===== src/rtl/seq_detector_param.sv =====
// ---------------------------------------------------------------------------
// seq_detector_param
//
// Serial sequence detector with a runtime-programmable pattern of 1..MAX_LEN
// bits. Detection compares a window of the most recent received bits against
// the configured pattern. The window is only trusted once enough fresh bits
// have arrived. Overlapping and non-overlapping matching are both supported,
// and a saturating match counter is included. Reset defaults reproduce the
// legacy fixed "11010" detector with overlap enabled.
//
// Parameters:
//   MAX_LEN  maximum pattern length (>= 5)
//   LEN_W    width of the length field (2**LEN_W > MAX_LEN)
//   CNT_W    width of the match counter
//
// Ports:
//   clk        rising-edge clock
//   rst        synchronous active-high reset (overrides everything)
//   inp        serial data bit, sampled when in_valid=1
//   in_valid   qualifies inp
//   overlap    1 = overlapping matches, 0 = non-overlapping
//   pat_load   load pat_val/pat_len and clear all progress
//   pat_val    pattern; first-received bit aligns with pat_val[len-1]
//   pat_len    pattern length (clamped to 1..MAX_LEN on load)
//   outp       registered one-cycle match pulse
//   match_cnt  saturating number of matches
//   state      fill level: valid bits held since last clear, max cfg_len
// ---------------------------------------------------------------------------
module seq_detector_param #(
    parameter int MAX_LEN = 8,
    parameter int LEN_W   = 4,
    parameter int CNT_W   = 8
) (
    input  logic               clk,
    input  logic               rst,
    input  logic               inp,
    input  logic               in_valid,
    input  logic               overlap,
    input  logic               pat_load,
    input  logic [MAX_LEN-1:0] pat_val,
    input  logic [LEN_W-1:0]   pat_len,
    output logic               outp,
    output logic [CNT_W-1:0]   match_cnt,
    output logic [LEN_W-1:0]   state
);

    localparam logic [MAX_LEN-1:0] DEF_PAT   = MAX_LEN'(5'b11010);
    localparam logic [LEN_W-1:0]   DEF_LEN   = LEN_W'(5);
    localparam logic [LEN_W-1:0]   MAX_LEN_L = LEN_W'(MAX_LEN);
    localparam logic [CNT_W-1:0]   CNT_MAX   = {CNT_W{1'b1}};

    // Map a requested length onto the supported range 1..MAX_LEN.
    function automatic logic [LEN_W-1:0] clamp_len(input logic [LEN_W-1:0] len);
        logic [LEN_W-1:0] r;
        if (len == {LEN_W{1'b0}}) begin
            r = LEN_W'(1);
        end else if (len > MAX_LEN_L) begin
            r = MAX_LEN_L;
        end else begin
            r = len;
        end
        return r;
    endfunction

    // Mask that selects the low 'len' bits of the window.
    function automatic logic [MAX_LEN-1:0] len_mask(input logic [LEN_W-1:0] len);
        logic [MAX_LEN-1:0] m;
        for (int i = 0; i < MAX_LEN; i++) begin
            m[i] = (i < int'(len));
        end
        return m;
    endfunction

    logic [MAX_LEN-1:0] cfg_pat_q,   cfg_pat_d;
    logic [LEN_W-1:0]   cfg_len_q,   cfg_len_d;
    logic [MAX_LEN-1:0] hist_q,      hist_d;
    logic [LEN_W-1:0]   fill_q,      fill_d;
    logic               outp_q,      outp_d;
    logic [CNT_W-1:0]   match_cnt_q, match_cnt_d;

    logic [MAX_LEN-1:0] hist_shift_s;
    logic [LEN_W:0]     fill_inc_s;
    logic [LEN_W-1:0]   fill_next_s;
    logic               match_s;

    // Window compare on the would-be history, plus next-state selection.
    always_comb begin
        cfg_pat_d   = cfg_pat_q;
        cfg_len_d   = cfg_len_q;
        hist_d      = hist_q;
        fill_d      = fill_q;
        outp_d      = 1'b0;
        match_cnt_d = match_cnt_q;

        hist_shift_s = {hist_q[MAX_LEN-2:0], inp};
        // One extra bit so fill+1 cannot wrap when MAX_LEN == 2**LEN_W-1.
        fill_inc_s   = {1'b0, fill_q} + {{LEN_W{1'b0}}, 1'b1};
        if (fill_inc_s > {1'b0, cfg_len_q}) begin
            fill_next_s = cfg_len_q;
        end else begin
            fill_next_s = fill_inc_s[LEN_W-1:0];
        end
        // The fill gate keeps stale or reset-zero history from matching.
        match_s = (fill_next_s == cfg_len_q) &&
                  (((hist_shift_s ^ cfg_pat_q) & len_mask(cfg_len_q)) == {MAX_LEN{1'b0}});

        if (pat_load) begin
            cfg_pat_d   = pat_val;
            cfg_len_d   = clamp_len(pat_len);
            hist_d      = {MAX_LEN{1'b0}};
            fill_d      = {LEN_W{1'b0}};
            match_cnt_d = {CNT_W{1'b0}};
        end else if (in_valid) begin
            hist_d = hist_shift_s;
            outp_d = match_s;
            if (match_s && (match_cnt_q != CNT_MAX)) begin
                match_cnt_d = match_cnt_q + {{(CNT_W-1){1'b0}}, 1'b1};
            end else begin
                match_cnt_d = match_cnt_q;
            end
            // Non-overlapping mode needs a full set of fresh bits after a hit.
            if (match_s && !overlap) begin
                fill_d = {LEN_W{1'b0}};
            end else begin
                fill_d = fill_next_s;
            end
        end else begin
            outp_d = 1'b0;
        end
    end

    // State registers with synchronous reset to the legacy configuration.
    always_ff @(posedge clk) begin
        if (rst) begin
            cfg_pat_q   <= DEF_PAT;
            cfg_len_q   <= DEF_LEN;
            hist_q      <= {MAX_LEN{1'b0}};
            fill_q      <= {LEN_W{1'b0}};
            outp_q      <= 1'b0;
            match_cnt_q <= {CNT_W{1'b0}};
        end else begin
            cfg_pat_q   <= cfg_pat_d;
            cfg_len_q   <= cfg_len_d;
            hist_q      <= hist_d;
            fill_q      <= fill_d;
            outp_q      <= outp_d;
            match_cnt_q <= match_cnt_d;
        end
    end

    assign outp      = outp_q;
    assign match_cnt = match_cnt_q;
    assign state     = fill_q;

endmodule


===== config.mk =====
export PLATFORM = sky130hd
export DESIGN_NAME = seq_detector_param
export DESIGN_NICKNAME = d
export VERILOG_FILES = /design/src/rtl/seq_detector_param.sv
export SDC_FILE = /design/constraint.sdc
export NUM_CORES = 1
export LEC_CHECK = 0
export CAP_MARGIN = 10
export CORE_AREA = 5 5 90 92
export DETAILED_ROUTE_END_ITERATION = 10
export DIE_AREA = 0 0 95 97
export PLACE_DENSITY_LB_ADDON = 0.3
export SLEW_MARGIN = 10
export SYNTH_ARGS = -nofsm -noshare
export SYNTH_HDL_FRONTEND = slang
export SYNTH_SLANG_ARGS = --single-unit

===== constraint.sdc =====
create_clock -name clk -period 4.8 [get_ports clk]
set_input_delay 1.2 -clock clk [delete_from_list [all_inputs] [get_ports clk]]
set_output_delay 1.2 -clock clk [all_outputs]
set_load 0.01 [all_outputs]

## Word-level counts from Yosys, hierarchy flattened

Cells that the tools add are included.

- Mux-type cells: 4
- Shifts and indexed selects: 0
- Reduce and logical (&&, ||, !) cells: 9
- Divide/modulo/power cells: 0
- Multiply operators: 0
- Order comparisons: 10
- Bitwise logic cells: 3
- Equal/unequal tests: 2
- $add $sub $neg: 2

Operator list:

| kind | number |
|---|---|
| less-than comparator 3 x 4 -> 1 bit, first input constant | 4 |
| two-way mux 4 bit | 4 |
| adder 8 x 1 -> 8 bit, second input constant | 1 |
| AND 8 bit | 1 |
| zero test 8 bit | 1 |
| less-than comparator 1 x 4 -> 1 bit, first input constant | 2 |
| less-than comparator 2 x 4 -> 1 bit, first input constant | 2 |
| != test 8 bit, second input constant | 1 |
| XOR 8 bit | 1 |
| adder 4 x 1 -> 5 bit, second input constant | 1 |
| > comparator 5 x 4 -> 1 bit | 1 |
| equality test 4 bit | 1 |
| > comparator 4 bit, second input constant | 1 |
| zero test 4 bit | 1 |
| logical AND 1 bit | 3 |
| OR reduction 3 bit | 1 |
| AND reduction 2 bit | 1 |
| OR reduction 2 bit | 1 |
| zero test 1 bit | 1 |
| NOT 1 bit | 1 |

- Latch bits: 0
- Input bits: 18
- Memory bits (read-only): 0
- Memories: 0
- RAM bits: 0
- Flip-flop bits (word level): 32

## Logic depth before layout (Yosys ltp)

- Word-level depth: 7
- Mapped depth: 10
- Depth with buffers taken out: 9

## Worst setup path before layout

OpenSTA, ideal clock, no wires.

- Path type: register to register
- Start: register fill_q[0] (netlist: state[0])
- End: register match_cnt_q[0] (netlist: match_cnt[0])
- Cell stages (with the launch flop): 11
- Buffers on the path: 1
- Period minus slack after synthesis: 2.629 ns
- Setup slack: 2.171 ns
- Arrival: 2.558 ns
- Cell sequence: dfxtp_1 -> ha_1 -> xor2_2 -> ha_1 -> and4b_1 -> a211oi_1 -> nand4_1 -> nand4_4 -> clkbuf_1 -> o21ai_0 -> a21oi_1

- Word-level cells in the longest chain between the ends: 7

RTL lines:

| what | RTL line | text |
|---|---|---|
| start: declaration | 77 | `logic [LEN_W-1:0] fill_q, fill_d;` |
| start signal: assignment | 138 | `fill_q <= {LEN_W{1'b0}};` |
| start signal: assignment | 145 | `fill_q <= fill_d;` |
| adder 4 x 1 -> 5 bit (*) | 97 | `fill_inc_s = {1'b0, fill_q} + {{LEN_W{1'b0}}, 1'b1};` |
| > comparator 5 x 4 -> 1 bit | 98 | `if (fill_inc_s > {1'b0, cfg_len_q}) begin` |
| two-way mux 4 bit (*) | 98 |  |
| equality test 4 bit (*) | 104 | `match_s = (fill_next_s == cfg_len_q) &&` |
| logical AND 1 bit (*) | 104 |  |
| logical AND 1 bit (*) | 116 | `if (match_s && (match_cnt_q != CNT_MAX)) begin` |
| AND reduction 2 bit (no line) (*) | - |  |
| end signal: assignment | 140 | `match_cnt_q <= {CNT_W{1'b0}};` |
| end signal: assignment | 147 | `match_cnt_q <= match_cnt_d;` |
| end: declaration | 79 | `logic [CNT_W-1:0] match_cnt_q, match_cnt_d;` |

Mark *: on every way between the ends. The rest lies on a longest branch, timed or not.
A chain may end at the register's enable or synchronous reset.

## Final worst setup path

- Start: input port in_valid
- End: register match_cnt_q[6] (netlist: match_cnt[6])

- Word-level cells in the longest chain between the ends: 1

RTL lines:

| what | RTL line | text |
|---|---|---|
| start: declaration | 37 | `input logic in_valid,` |
| AND reduction 2 bit (no line) | - |  |

No other way between the ends.

==> impl_metrics.ini <==
[status]
status = complete, no violations

[timing]
period_minus_slack_ps = 3056
final.setup.tns_ps = 0
period_share_pct = 63.66
rsz0062_at_grt = no
fmax_mhz = 327.2
fin_worst_skew_ps = 4.083
setup-violations-final = 0
maxSlewHeadroom_pct = 49.00
worstMarginPinSlew_ps = 762.6
slew_violations = 0
finalHoldViolations = 0

[synth]
syn_inst = 183
synth_top_area_share_pct = 36.91
synth_commonest_cells = dfxtp_1 (32), nor2_1 (21), mux2i_1 (16)
synth_nets = 207
yosys-top-cells-area = dfxtp_1 (37%), mux2i_1 (9.2%), xnor2_1 (5.0%)
synth.distinct_cells = 47
synth_top_cell_by_area = dfxtp_1
ys_seq_area_share_pct = 36.91
async_flop_share_pct = 0
synth_edf_count = 0
ys_warn_count = 0
syn_avg_cell_area_um2 = 9.483
yosysMostFrequentCell = dfxtp_1
synth-seq-cells = 32
synth_ff_type = dfxtp_1
syn_area_um2 = 1735

[placement]
io_buffers = 30
dp_hpwl_mm = 2.997
gp_congestion = 0.6911
dp.cells = 303

[clock_tree]
hold_buffers = 0
postCtsSetupBuffers = 0
cts_tree = yes
numClockSinks = 32
clkTransAtPathRegs_ps = 60
clkLatencyLatePin_ps = 280
cts_resized = 0
cts_buffers = 5
htree_levels = 2
cts_buffer_depth = 2
cts-root-buf = clkbuf_8

[die]
design.core.area_um2 = 7137
num_rows = 31
design.die.area_um2 = 9215
start_util_pct = 24.32
die_h_um = 97
ioPinCount = 31
fp.dieW_um = 95

[setup_path]
arrival_ps = 3270
crit_start = in_valid
startpoint_type = input pin
crit_path_top_delay_cell = or4_1
reg2reg_from = state[0]
endpoint = match_cnt[6]
critPathMaxFanout = 18
crit_type = in -> reg
critPathRequiredTime_ps = 5010
worst-r2r-setup-slack_ps = 1860
max_stage_delay_ps = 580
rr_endpoint = match_cnt[5]
worstSetupEndpointType = flop
worstRegToRegCells = 8
worstPathCellList = clkdlybuf4s50_1 > buf_4 > o221ai_1 > a41oi_2 > nand4_4 > or4_1 > a21oi_1

[finish]
num-nets-final = 235
fillers = 761
antenna_cells = 0
final_core_util_pct = 30.94
layout-drive-gt1-share_pct = 8.019
fin_cells = 311
syn2layout_area_growth_pct = 27.25

[grt]
grt_max_degree = 19
grt_pass1_vias = 1424
antenna_found_initial = 0
grt_overflow = 0
track_usage_pct = 9.331
grt_pass1_wl_mm = 6.775

[routing]
antenna_left = 0
drc = 0
routedWlPerCell_um = 13.13
first_iter_violations = 46
routed_wl_mm = 4.083
first_pass_iters = 4
via_per_inst = 4.666
dr_total_vias = 1451

[pwr]
vdd_ir_drop_max_v = 0.00008572
powerDensity_nw_per_um2 = 271.9
p_leak_nw = 0.7964

[min_path]
hold_path.class = reg -> reg

[flow_run]
maxCapViolations = 0
==> worst max-delay path, delay by kind of cell <==
family	cells	cell delay, ps
AOI/OAI and AO/OA	3	540
buffers and inverters	2	680
and+or+nand+nor	2	840
==> metrics by stage <==
step	hold WS, ps	area [µm²]	total power, W	worst slack, ps
6_report	500.0	2208	0.0006004	1744
4_1_cts	502.0	2208	0.0006092	1744
3_5_place_dp	493.1	2118	0.0003970	1455
3_3_place_gp	485.8	2118	0.0003948	1494
2_1_floorplan	480.7	1735	0.0003618	2171
5_1_grt	533.6	2208	0.0006295	1555
==> cell usage in the layout, fill, tap and decap left out, drive strengths merged, types with 3 or more instances in the layout <==
cell type / netlist / routed
dfxtp: 32 / 32
clkdlybuf4s50: 0 / 30
nor2: 22 / 22
mux2i: 16 / 16
xnor2: 10 / 10
o31ai: 8 / 8
clkbuf: 4 / 8
a21oi: 7 / 7
ha: 6 / 6
nand3: 5 / 5
o211ai: 5 / 5
o21ai: 5 / 5
inv: 4 / 4
or4: 4 / 4
nand2: 4 / 4
nor2b: 4 / 4
xor2: 4 / 4
and3: 3 / 3
or3: 3 / 3
a211o: 3 / 3
nand4: 3 / 3
==> report_power, final <==
part           switching [W]  leakage, nW  internal (W)
Sequential         0.0000129        0.261      0.000274
Clock              0.0000937       0.0455      0.000117
Combinational      0.0000538        0.490     0.0000492
==> final cells by class <==
class | instances | area (µm²) | area share, %
timing repair buffer | 31 | 307.8 | 13.94
clock buffer | 8 | 90.09 | 4.079
sequential | 32 | 640.6 | 29.01
inverter | 4 | 15.01 | 0.6799
tap | 99 | 123.9 | 5.609
multi-input combinational | 137 | 1031 | 46.69
==> registers in the layout, indices dropped and copies added, names as in the netlist <==
name       count
hist_q         7
cfg_len_q      4
outp           1
cfg_pat_q      8
match_cnt      8
state          4
==> per-layer routing <==
layer / track usage [%] / wire length (µm) / vias up
met5: 0 / 0 / -
met4: 3.663 / 34 / 0
met3: 3.258 / 178 / 5
met2: 15.29 / 2006 / 19
met1: 10.99 / 1863 / 688
li1: - / - / 739
==> cells by family after synthesis <==
family | after synthesis | share of synthesized area [%]
AO/OA/AOI/OAI | 43 | 18.46
XOR/XNOR | 14 | 7.498
adder cells (fa/ha/maj) | 6 | 4.326
flip-flops | 32 | 36.91
AND/OR/NAND/NOR | 57 | 19.25
multiplexers | 17 | 9.877
buffers and inverters | 14 | 3.676
==> worst min-delay path by stage <==
stage	startpoint	end	slack [ps]	cells past startpoint
2_1_floorplan	cfg_pat_q[2]	cfg_pat_q[2]	480	2
3_3_place_gp	match_cnt[6]	match_cnt[6]	490	2
3_5_place_dp	match_cnt[6]	match_cnt[6]	490	2
4_1_cts	match_cnt[6]	match_cnt[6]	500	2
5_1_grt	match_cnt[2]	match_cnt[2]	530	2
6_report	match_cnt[6]	match_cnt[6]	500	2
No activity file was read; power rests on OpenSTA's default activity.
